[src/rtl/uart_pkg.sv]
// Shared definitions for the UART transmit FIFO: transmit FSM state encoding and size defaults.
package uart_pkg;

    localparam int DEPTH_DEF = 16;
    localparam int AW_DEF    = 4;

    typedef enum logic [1:0] {
        ST_IDLE      = 2'd0,
        ST_SEND      = 2'd1,
        ST_WAIT_BUSY = 2'd2,
        ST_WAIT_DONE = 2'd3
    } tx_state_e;

endpackage

[src/rtl/uart_tx_fifo_if.sv]
// Producer and transmitter signals of the UART transmit FIFO, bundled with master/slave views.
interface uart_tx_fifo_if import uart_pkg::*; #(
    parameter int AW = AW_DEF
) ();

    logic          wr_en;
    logic [7:0]    wr_data;
    logic          full;
    logic          empty;
    logic [AW:0]   count;
    logic          ovf;
    logic          ovf_clr;
    logic          tx_vld;
    logic [7:0]    tx_data;
    logic          txrdy;

    modport master (
        output wr_en, wr_data, ovf_clr, txrdy,
        input  full, empty, count, ovf, tx_vld, tx_data
    );

    modport slave (
        input  wr_en, wr_data, ovf_clr, txrdy,
        output full, empty, count, ovf, tx_vld, tx_data
    );

endinterface

[src/rtl/byte_fifo.sv]
// Byte FIFO with wrapping pointers, an AW+1 bit occupancy count and registered full/empty flags.
module byte_fifo import uart_pkg::*; #(
    parameter int DEPTH = DEPTH_DEF,
    parameter int AW    = AW_DEF
) (
    input  logic          clk,
    input  logic          rst,
    input  logic          push_i,
    input  logic [7:0]    push_data_i,
    input  logic          pop_i,
    output logic [7:0]    head_o,
    output logic          full_o,
    output logic          empty_o,
    output logic [AW:0]   count_o
);

    localparam logic [AW:0]   DEPTH_C = (AW+1)'(DEPTH);
    localparam logic [AW:0]   CNT_ONE = (AW+1)'(1);
    localparam logic [AW-1:0] PTR_ONE = AW'(1);

    logic [7:0]    mem_q [DEPTH];
    logic [AW-1:0] wr_ptr_q, wr_ptr_d;
    logic [AW-1:0] rd_ptr_q, rd_ptr_d;
    logic [AW:0]   count_q, count_d;
    logic          full_q, empty_q;
    logic          push_ok_s, pop_ok_s;

    // Flags are judged on their registered values, so a push while full is dropped even if a pop happens too.
    always_comb begin
        push_ok_s = push_i && !full_q;
        pop_ok_s  = pop_i && !empty_q;
        wr_ptr_d  = push_ok_s ? (wr_ptr_q + PTR_ONE) : wr_ptr_q;
        rd_ptr_d  = pop_ok_s ? (rd_ptr_q + PTR_ONE) : rd_ptr_q;
        if (push_ok_s && !pop_ok_s) begin
            count_d = count_q + CNT_ONE;
        end else if (pop_ok_s && !push_ok_s) begin
            count_d = count_q - CNT_ONE;
        end else begin
            count_d = count_q;
        end
    end

    // Pointer, count and flag registers.
    always_ff @(posedge clk) begin
        if (!rst) begin
            wr_ptr_q <= '0;
            rd_ptr_q <= '0;
            count_q  <= '0;
            full_q   <= 1'b0;
            empty_q  <= 1'b1;
        end else begin
            wr_ptr_q <= wr_ptr_d;
            rd_ptr_q <= rd_ptr_d;
            count_q  <= count_d;
            full_q   <= (count_d == DEPTH_C);
            empty_q  <= (count_d == '0);
        end
    end

    // Storage array, intentionally left out of reset.
    always_ff @(posedge clk) begin
        if (push_ok_s) begin
            mem_q[wr_ptr_q] <= push_data_i;
        end
    end

    assign head_o  = mem_q[rd_ptr_q];
    assign full_o  = full_q;
    assign empty_o = empty_q;
    assign count_o = count_q;

endmodule

[src/rtl/uart_tx_fifo.sv]
// Buffers producer bytes and hands them to a UART transmitter one start pulse at a time,
// honouring the transmitter's txrdy busy indication; also keeps a sticky overflow flag.
module uart_tx_fifo import uart_pkg::*; #(
    parameter int DEPTH = DEPTH_DEF,
    parameter int AW    = AW_DEF
) (
    input  logic          clk,
    input  logic          rst,
    uart_tx_fifo_if.slave bus
);

    tx_state_e   state_q, state_d;
    logic        tx_vld_q, tx_vld_d;
    logic [7:0]  tx_data_q, tx_data_d;
    logic        ovf_q, ovf_d;
    logic        pop_s;
    logic [7:0]  head_s;
    logic        full_s, empty_s;
    logic [AW:0] count_s;

    byte_fifo #(
        .DEPTH (DEPTH),
        .AW    (AW)
    ) u_fifo (
        .clk         (clk),
        .rst         (rst),
        .push_i      (bus.wr_en),
        .push_data_i (bus.wr_data),
        .pop_i       (pop_s),
        .head_o      (head_s),
        .full_o      (full_s),
        .empty_o     (empty_s),
        .count_o     (count_s)
    );

    // FSM state and registered transmitter outputs.
    always_ff @(posedge clk) begin
        if (!rst) begin
            state_q   <= ST_IDLE;
            tx_vld_q  <= 1'b0;
            tx_data_q <= 8'h00;
        end else begin
            state_q   <= state_d;
            tx_vld_q  <= tx_vld_d;
            tx_data_q <= tx_data_d;
        end
    end

    // Next-state logic.
    always_comb begin
        state_d = state_q;
        case (state_q)
            ST_IDLE: begin
                if (!empty_s && bus.txrdy) begin
                    state_d = ST_SEND;
                end else begin
                    state_d = ST_IDLE;
                end
            end
            ST_SEND:      state_d = ST_WAIT_BUSY;
            ST_WAIT_BUSY: state_d = ST_WAIT_DONE;
            ST_WAIT_DONE: begin
                if (bus.txrdy) begin
                    state_d = ST_IDLE;
                end else begin
                    state_d = ST_WAIT_DONE;
                end
            end
            default:      state_d = ST_IDLE;
        endcase
    end

    // Output logic: the pop that enters SEND also loads tx_data, so the pulse carries the head byte.
    always_comb begin
        pop_s     = (state_q == ST_IDLE) && !empty_s && bus.txrdy;
        tx_vld_d  = (state_d == ST_SEND);
        tx_data_d = pop_s ? head_s : tx_data_q;
    end

    // Sticky overflow: a rejected write outranks a clear in the same cycle.
    always_comb begin
        if (bus.wr_en && full_s) begin
            ovf_d = 1'b1;
        end else if (bus.ovf_clr) begin
            ovf_d = 1'b0;
        end else begin
            ovf_d = ovf_q;
        end
    end

    // Overflow flag register.
    always_ff @(posedge clk) begin
        if (!rst) begin
            ovf_q <= 1'b0;
        end else begin
            ovf_q <= ovf_d;
        end
    end

    assign bus.full    = full_s;
    assign bus.empty   = empty_s;
    assign bus.count   = count_s;
    assign bus.ovf     = ovf_q;
    assign bus.tx_vld  = tx_vld_q;
    assign bus.tx_data = tx_data_q;

endmodule

[src/flat_wrapper.sv]
// flat-port wrapper written by rule: the top's interface ports become plain ports
module uart_tx_fifo_flat import uart_pkg::*;
#(
    parameter int DEPTH = DEPTH_DEF,
    parameter int AW    = AW_DEF
)
  (clk, rst, bus_wr_en, bus_wr_data, bus_ovf_clr, bus_txrdy, bus_full, bus_empty, bus_count, bus_ovf, bus_tx_vld, bus_tx_data);
  uart_tx_fifo_if #(.AW(AW)) bus_i ();
  input  logic clk;
  input  logic rst;
  input wire logic [$bits(bus_i.wr_en)-1:0] bus_wr_en;
  input wire logic [$bits(bus_i.wr_data)-1:0] bus_wr_data;
  input wire logic [$bits(bus_i.ovf_clr)-1:0] bus_ovf_clr;
  input wire logic [$bits(bus_i.txrdy)-1:0] bus_txrdy;
  output wire logic [$bits(bus_i.full)-1:0] bus_full;
  output wire logic [$bits(bus_i.empty)-1:0] bus_empty;
  output wire logic [$bits(bus_i.count)-1:0] bus_count;
  output wire logic [$bits(bus_i.ovf)-1:0] bus_ovf;
  output wire logic [$bits(bus_i.tx_vld)-1:0] bus_tx_vld;
  output wire logic [$bits(bus_i.tx_data)-1:0] bus_tx_data;
  assign bus_i.wr_en = bus_wr_en;
  assign bus_i.wr_data = bus_wr_data;
  assign bus_i.ovf_clr = bus_ovf_clr;
  assign bus_i.txrdy = bus_txrdy;
  assign bus_full = bus_i.full;
  assign bus_empty = bus_i.empty;
  assign bus_count = bus_i.count;
  assign bus_ovf = bus_i.ovf;
  assign bus_tx_vld = bus_i.tx_vld;
  assign bus_tx_data = bus_i.tx_data;
  uart_tx_fifo #(.DEPTH(DEPTH), .AW(AW)) u_core (.clk(clk), .rst(rst), .bus(bus_i));
endmodule
[config.mk]
export PLATFORM = sky130hd
export DESIGN_NAME = uart_tx_fifo_flat
export DESIGN_NICKNAME = d
export VERILOG_FILES = /design/src/rtl/uart_pkg.sv /design/src/rtl/uart_tx_fifo_if.sv /design/src/rtl/byte_fifo.sv /design/src/rtl/uart_tx_fifo.sv /design/src/flat_wrapper.sv
export SDC_FILE = /design/constraint.sdc
export NUM_CORES = 1
export LEC_CHECK = 0
export BUFFER_PORTS_ARGS = -buffer_cell sky130_fd_sc_hd__buf_2
export CORE_UTILIZATION = 40
export CTS_CLUSTER_SIZE = 16
export DETAILED_ROUTE_END_ITERATION = 10
export SLEW_MARGIN = 20
export SYNTH_ARGS = -nofsm -noshare
export SYNTH_HDL_FRONTEND = slang
export SYNTH_SLANG_ARGS = --single-unit
[constraint.sdc]
create_clock -name clk -period 3.8 [get_ports clk]
set_input_delay 0.19 -clock clk [delete_from_list [all_inputs] [get_ports clk]]
set_output_delay 0.19 -clock clk [all_outputs]
set_load 0.05 [all_outputs]
==> impl_metrics.csv <==
group,metric,value,unit
outcome,status,"complete, no violations",
setup_path,path_cells,"buf_4, buf_4, mux4_2, a221oi_1, o21ai_0",
placed_design,dp.cells,545,
routing,firstDrtPassIters,6,
sta,timing.fmax,409,MHz
synth,netlist_area,6090,µm²
global_route,grt_use_total,16.0,%
setup_path,r2r_setup_slack,1360,ps
synth,synth_area_per_cell,17.8,µm²
sta,min_period,2440,ps
hold_path,hold_start,"bus_txrdy",
finish,final_net_count,400,
finish,drive_gt1_share,27.1,%
routing,drcViolationCount,0,
clock_tree,post_cts_buffers,0,
job,cap_violations,0,
sta,drv_slew,0,
setup_path,worstPathRequired,4080,ps
clock_tree,worstSkewPairLatency,420,ps
setup_path,path_class,"reg -> reg",
synth,synth_cells,343,
finish,fill_cells,1223,
power_and_ir_drop,vdd_drop_max,0.337,mV
clock_tree,cts-resized-gates,0,
routing,vias_per_cell,5.37,
sta,setup_viol,0,
placed_design,place_congestion,0.755,
sta,finalHoldViolCount,0,
synth,yosysUniqueCellTypes,39,
synth,async_flop_share,0,%
die,ios,30,
global_route,overflow,0,
global_route,grt_pass1_wl,18.2,mm
synth,synth-edff-count,128,
setup_path,cp_common_cell,"buf_4",
die,start_util,41.4,%
clock_tree,clockRootBuffer,"clkbuf_16",
finish,final_cell_mix,"edfxtp_1 (128), mux4_2 (32), buf_2 (29)",
setup_path,r2r_start,"u_core.u_fifo.rd_ptr_q[0]$_SDFFE_PN0P_",
sta,setup_tns,0,ps
synth,syn-num-nets,363,
finish,n_antenna_cell,0,
setup_path,ff2ff_path_depth,5,
setup_path,worstPathMaxFanout,22,
routing,ant_nets,0,
synth,ys_seq_area_share,72.0,%
global_route,grt_pass1_vias,3171,
sta,slew-limit-headroom,40.1,%
clock_tree,ctsHtreeMaxLevel,4,
setup_path,cp_slowest_cell,"dfxtp_2",
sta,tightest_slew,895,ps
synth,ys_seq_elements,155,
clock_tree,clkTransAtPathRegs,60,ps
setup_path,worstSetupStartpoint,"u_core.u_fifo.rd_ptr_q[0]$_SDFFE_PN0P_",
global_route,grt_max_degree,36,
die,num_rows,44,
sta,fin_skew,15.0,ps
placed_design,dp_hpwl,7.53,mm
hold_path,min_path_cells,2,
synth,yosysWarnings,0,
clock_tree,cts_buffers,17,
routing,drt-initial-drc-count,129,
global_route,antenna_found_initial,0,
setup_path,crit_path_end_kind,"register",
finish,final_common_cell,"edfxtp_1",
die,core,14700,µm²
power_and_ir_drop,powerDensity,599,nW/µm²
synth,yosys_most_used_dff,"edfxtp_1",
power_and_ir_drop,leakage,2.37,nW
sta,rsz0062_at_grt,"no",
finish,finalNonFillerCells,575,
setup_path,cp.arrival,2720,ps
sta,fin_crit_sh,64.3,%
setup_path,cp_slowest_stage_delay,830,ps
setup_path,startpoint_type,"register",
routing,wl_per_cell,20.1,µm
die,die_h,125,µm
finish,area_growth_syn_to_layout,16.5,%
clock_tree,cts_hold_buf,0,
clock_tree,cts_tree,"yes",
routing,wl,11.6,mm
die,dieArea,15700,µm²
clock_tree,clock_path_buffers,2,
die,die_w,125,µm
hold_path,hold_class,"in -> reg",
placed_design,port_buffers,29,
clock_tree,cts.sinks,155,
setup_path,reg2reg_to,"u_core.bus.tx_data[6]$_SDFFE_PN0N_",
hold_path,whs_endpoint,"u_core.state_q[1]$_SDFF_PN0_",
routing,vias,3085,
## registers in the layout, summed over array words and instances (netlist names)
signal,cells
u_core.u_fifo.wr_ptr_q,4
u_core.bus.tx_vld,1
u_core.u_fifo.rd_ptr_q,4
u_core.state_q,2
u_core.bus.tx_data,8
u_core.u_fifo.empty_o,1
u_core.u_fifo.count_o,5
u_core.u_fifo.mem_q,128
u_core.bus.ovf,1
u_core.u_fifo.full_o,1
## worst max-delay path, delay by kind of cell (launching register included)
kind | cells | cell delay, ps
flip-flops | 1 | 830
buffers and inverters | 2 | 540
multiplexers | 1 | 510
AO/OA/AOI/OAI | 2 | 410
## area by class of cell
type / instances / area, µm² / share of cell area, %
clock inverters: 13 / 224 / 3.16
repair buffers: 35 / 190 / 2.68
inverters: 6 / 22.5 / 0.318
well taps: 184 / 230 / 3.25
clock buffers: 17 / 425 / 6.00
multi-input cells: 165 / 1620 / 22.8
flip-flops and latches: 155 / 4390 / 61.8
## worst max path at each step
stage | end | slack, ps | cells after the start
floorplan | u_core.u_fifo.mem_q[3][0]$_DFFE_PP_ | 1600 | 4
global placement | u_core.bus.tx_data[6]$_SDFFE_PN0N_ | 1330 | 5
detailed placement | u_core.bus.tx_data[6]$_SDFFE_PN0N_ | 1310 | 5
CTS | u_core.bus.tx_data[6]$_SDFFE_PN0N_ | 1290 | 5
global route | u_core.bus.tx_data[3]$_SDFFE_PN0N_ | 1120 | 5
finish | u_core.bus.tx_data[6]$_SDFFE_PN0N_ | 1360 | 5
## per-layer routing
metal	wire length [µm]	vias to the layer above	global-route usage [%]
met5	0	-	0
met4	229	0	6.96
met3	467	16	4.62
met2	5470	74	25.1
met1	5410	1561	20.7
li1	-	1434	-
## power by group
part / switching, mW / total (mW) / internal, mW
Sequential: 0.0627 / 1.95 / 1.89
Clock: 0.648 / 1.87 / 1.22
Combinational: 0.248 / 0.426 / 0.177
Total: 0.959 / 4.25 / 3.29
## synthesized netlist by cell type, drive strengths merged, types with 4 or more instances
library cell / instances / area (µm²)
nor3: 6 / 30.0
a221oi: 8 / 70.1
and2: 10 / 62.6
buf: 10 / 50.0
dfxtp: 27 / 541
xnor2: 7 / 61.3
a22o: 8 / 70.1
nand2b: 4 / 25.0
ha: 7 / 87.6
nand3: 12 / 60.1
nor2: 18 / 75.1
edfxtp: 128 / 3840
o21ai: 11 / 55.1
clkbuf: 7 / 26.3
mux4: 32 / 721
nand2: 16 / 62.6
inv: 6 / 22.5
## metrics by stage
| step | setup WS (ps) | power (mW) | instance area (µm²) | hold WS (ps) | utilization, % |
|---|---|---|---|---|---|
| finish | 1360 | 4.25 | 7090 | 30.4 | 48.3 |
| global route | 1120 | 4.39 | 7090 | 30.8 | 48.3 |
| CTS | 1290 | 4.29 | 7090 | 12.2 | 48.3 |
| detailed placement | 1310 | 2.42 | 6440 | 458 | 43.8 |
| global placement | 1330 | 2.41 | 6440 | 439 | 43.8 |
| floorplan | 1600 | 2.30 | 6090 | 289 | - |
## cells by family (layout without fill, tap and decap cells)
kind of cell	after synthesis	count (layout)	share of synthesized area [%]
AOI/OAI and AO/OA	37	37	4.64
muxes	33	33	12.0
buffers and inverters	23	71	1.62
DFF	155	155	72.0
xor gates and xnor gates	8	8	1.15
and+or+nand+nor	80	80	7.11
adders and majority gates	7	7	1.44
(Power assumes the default switching activity.)
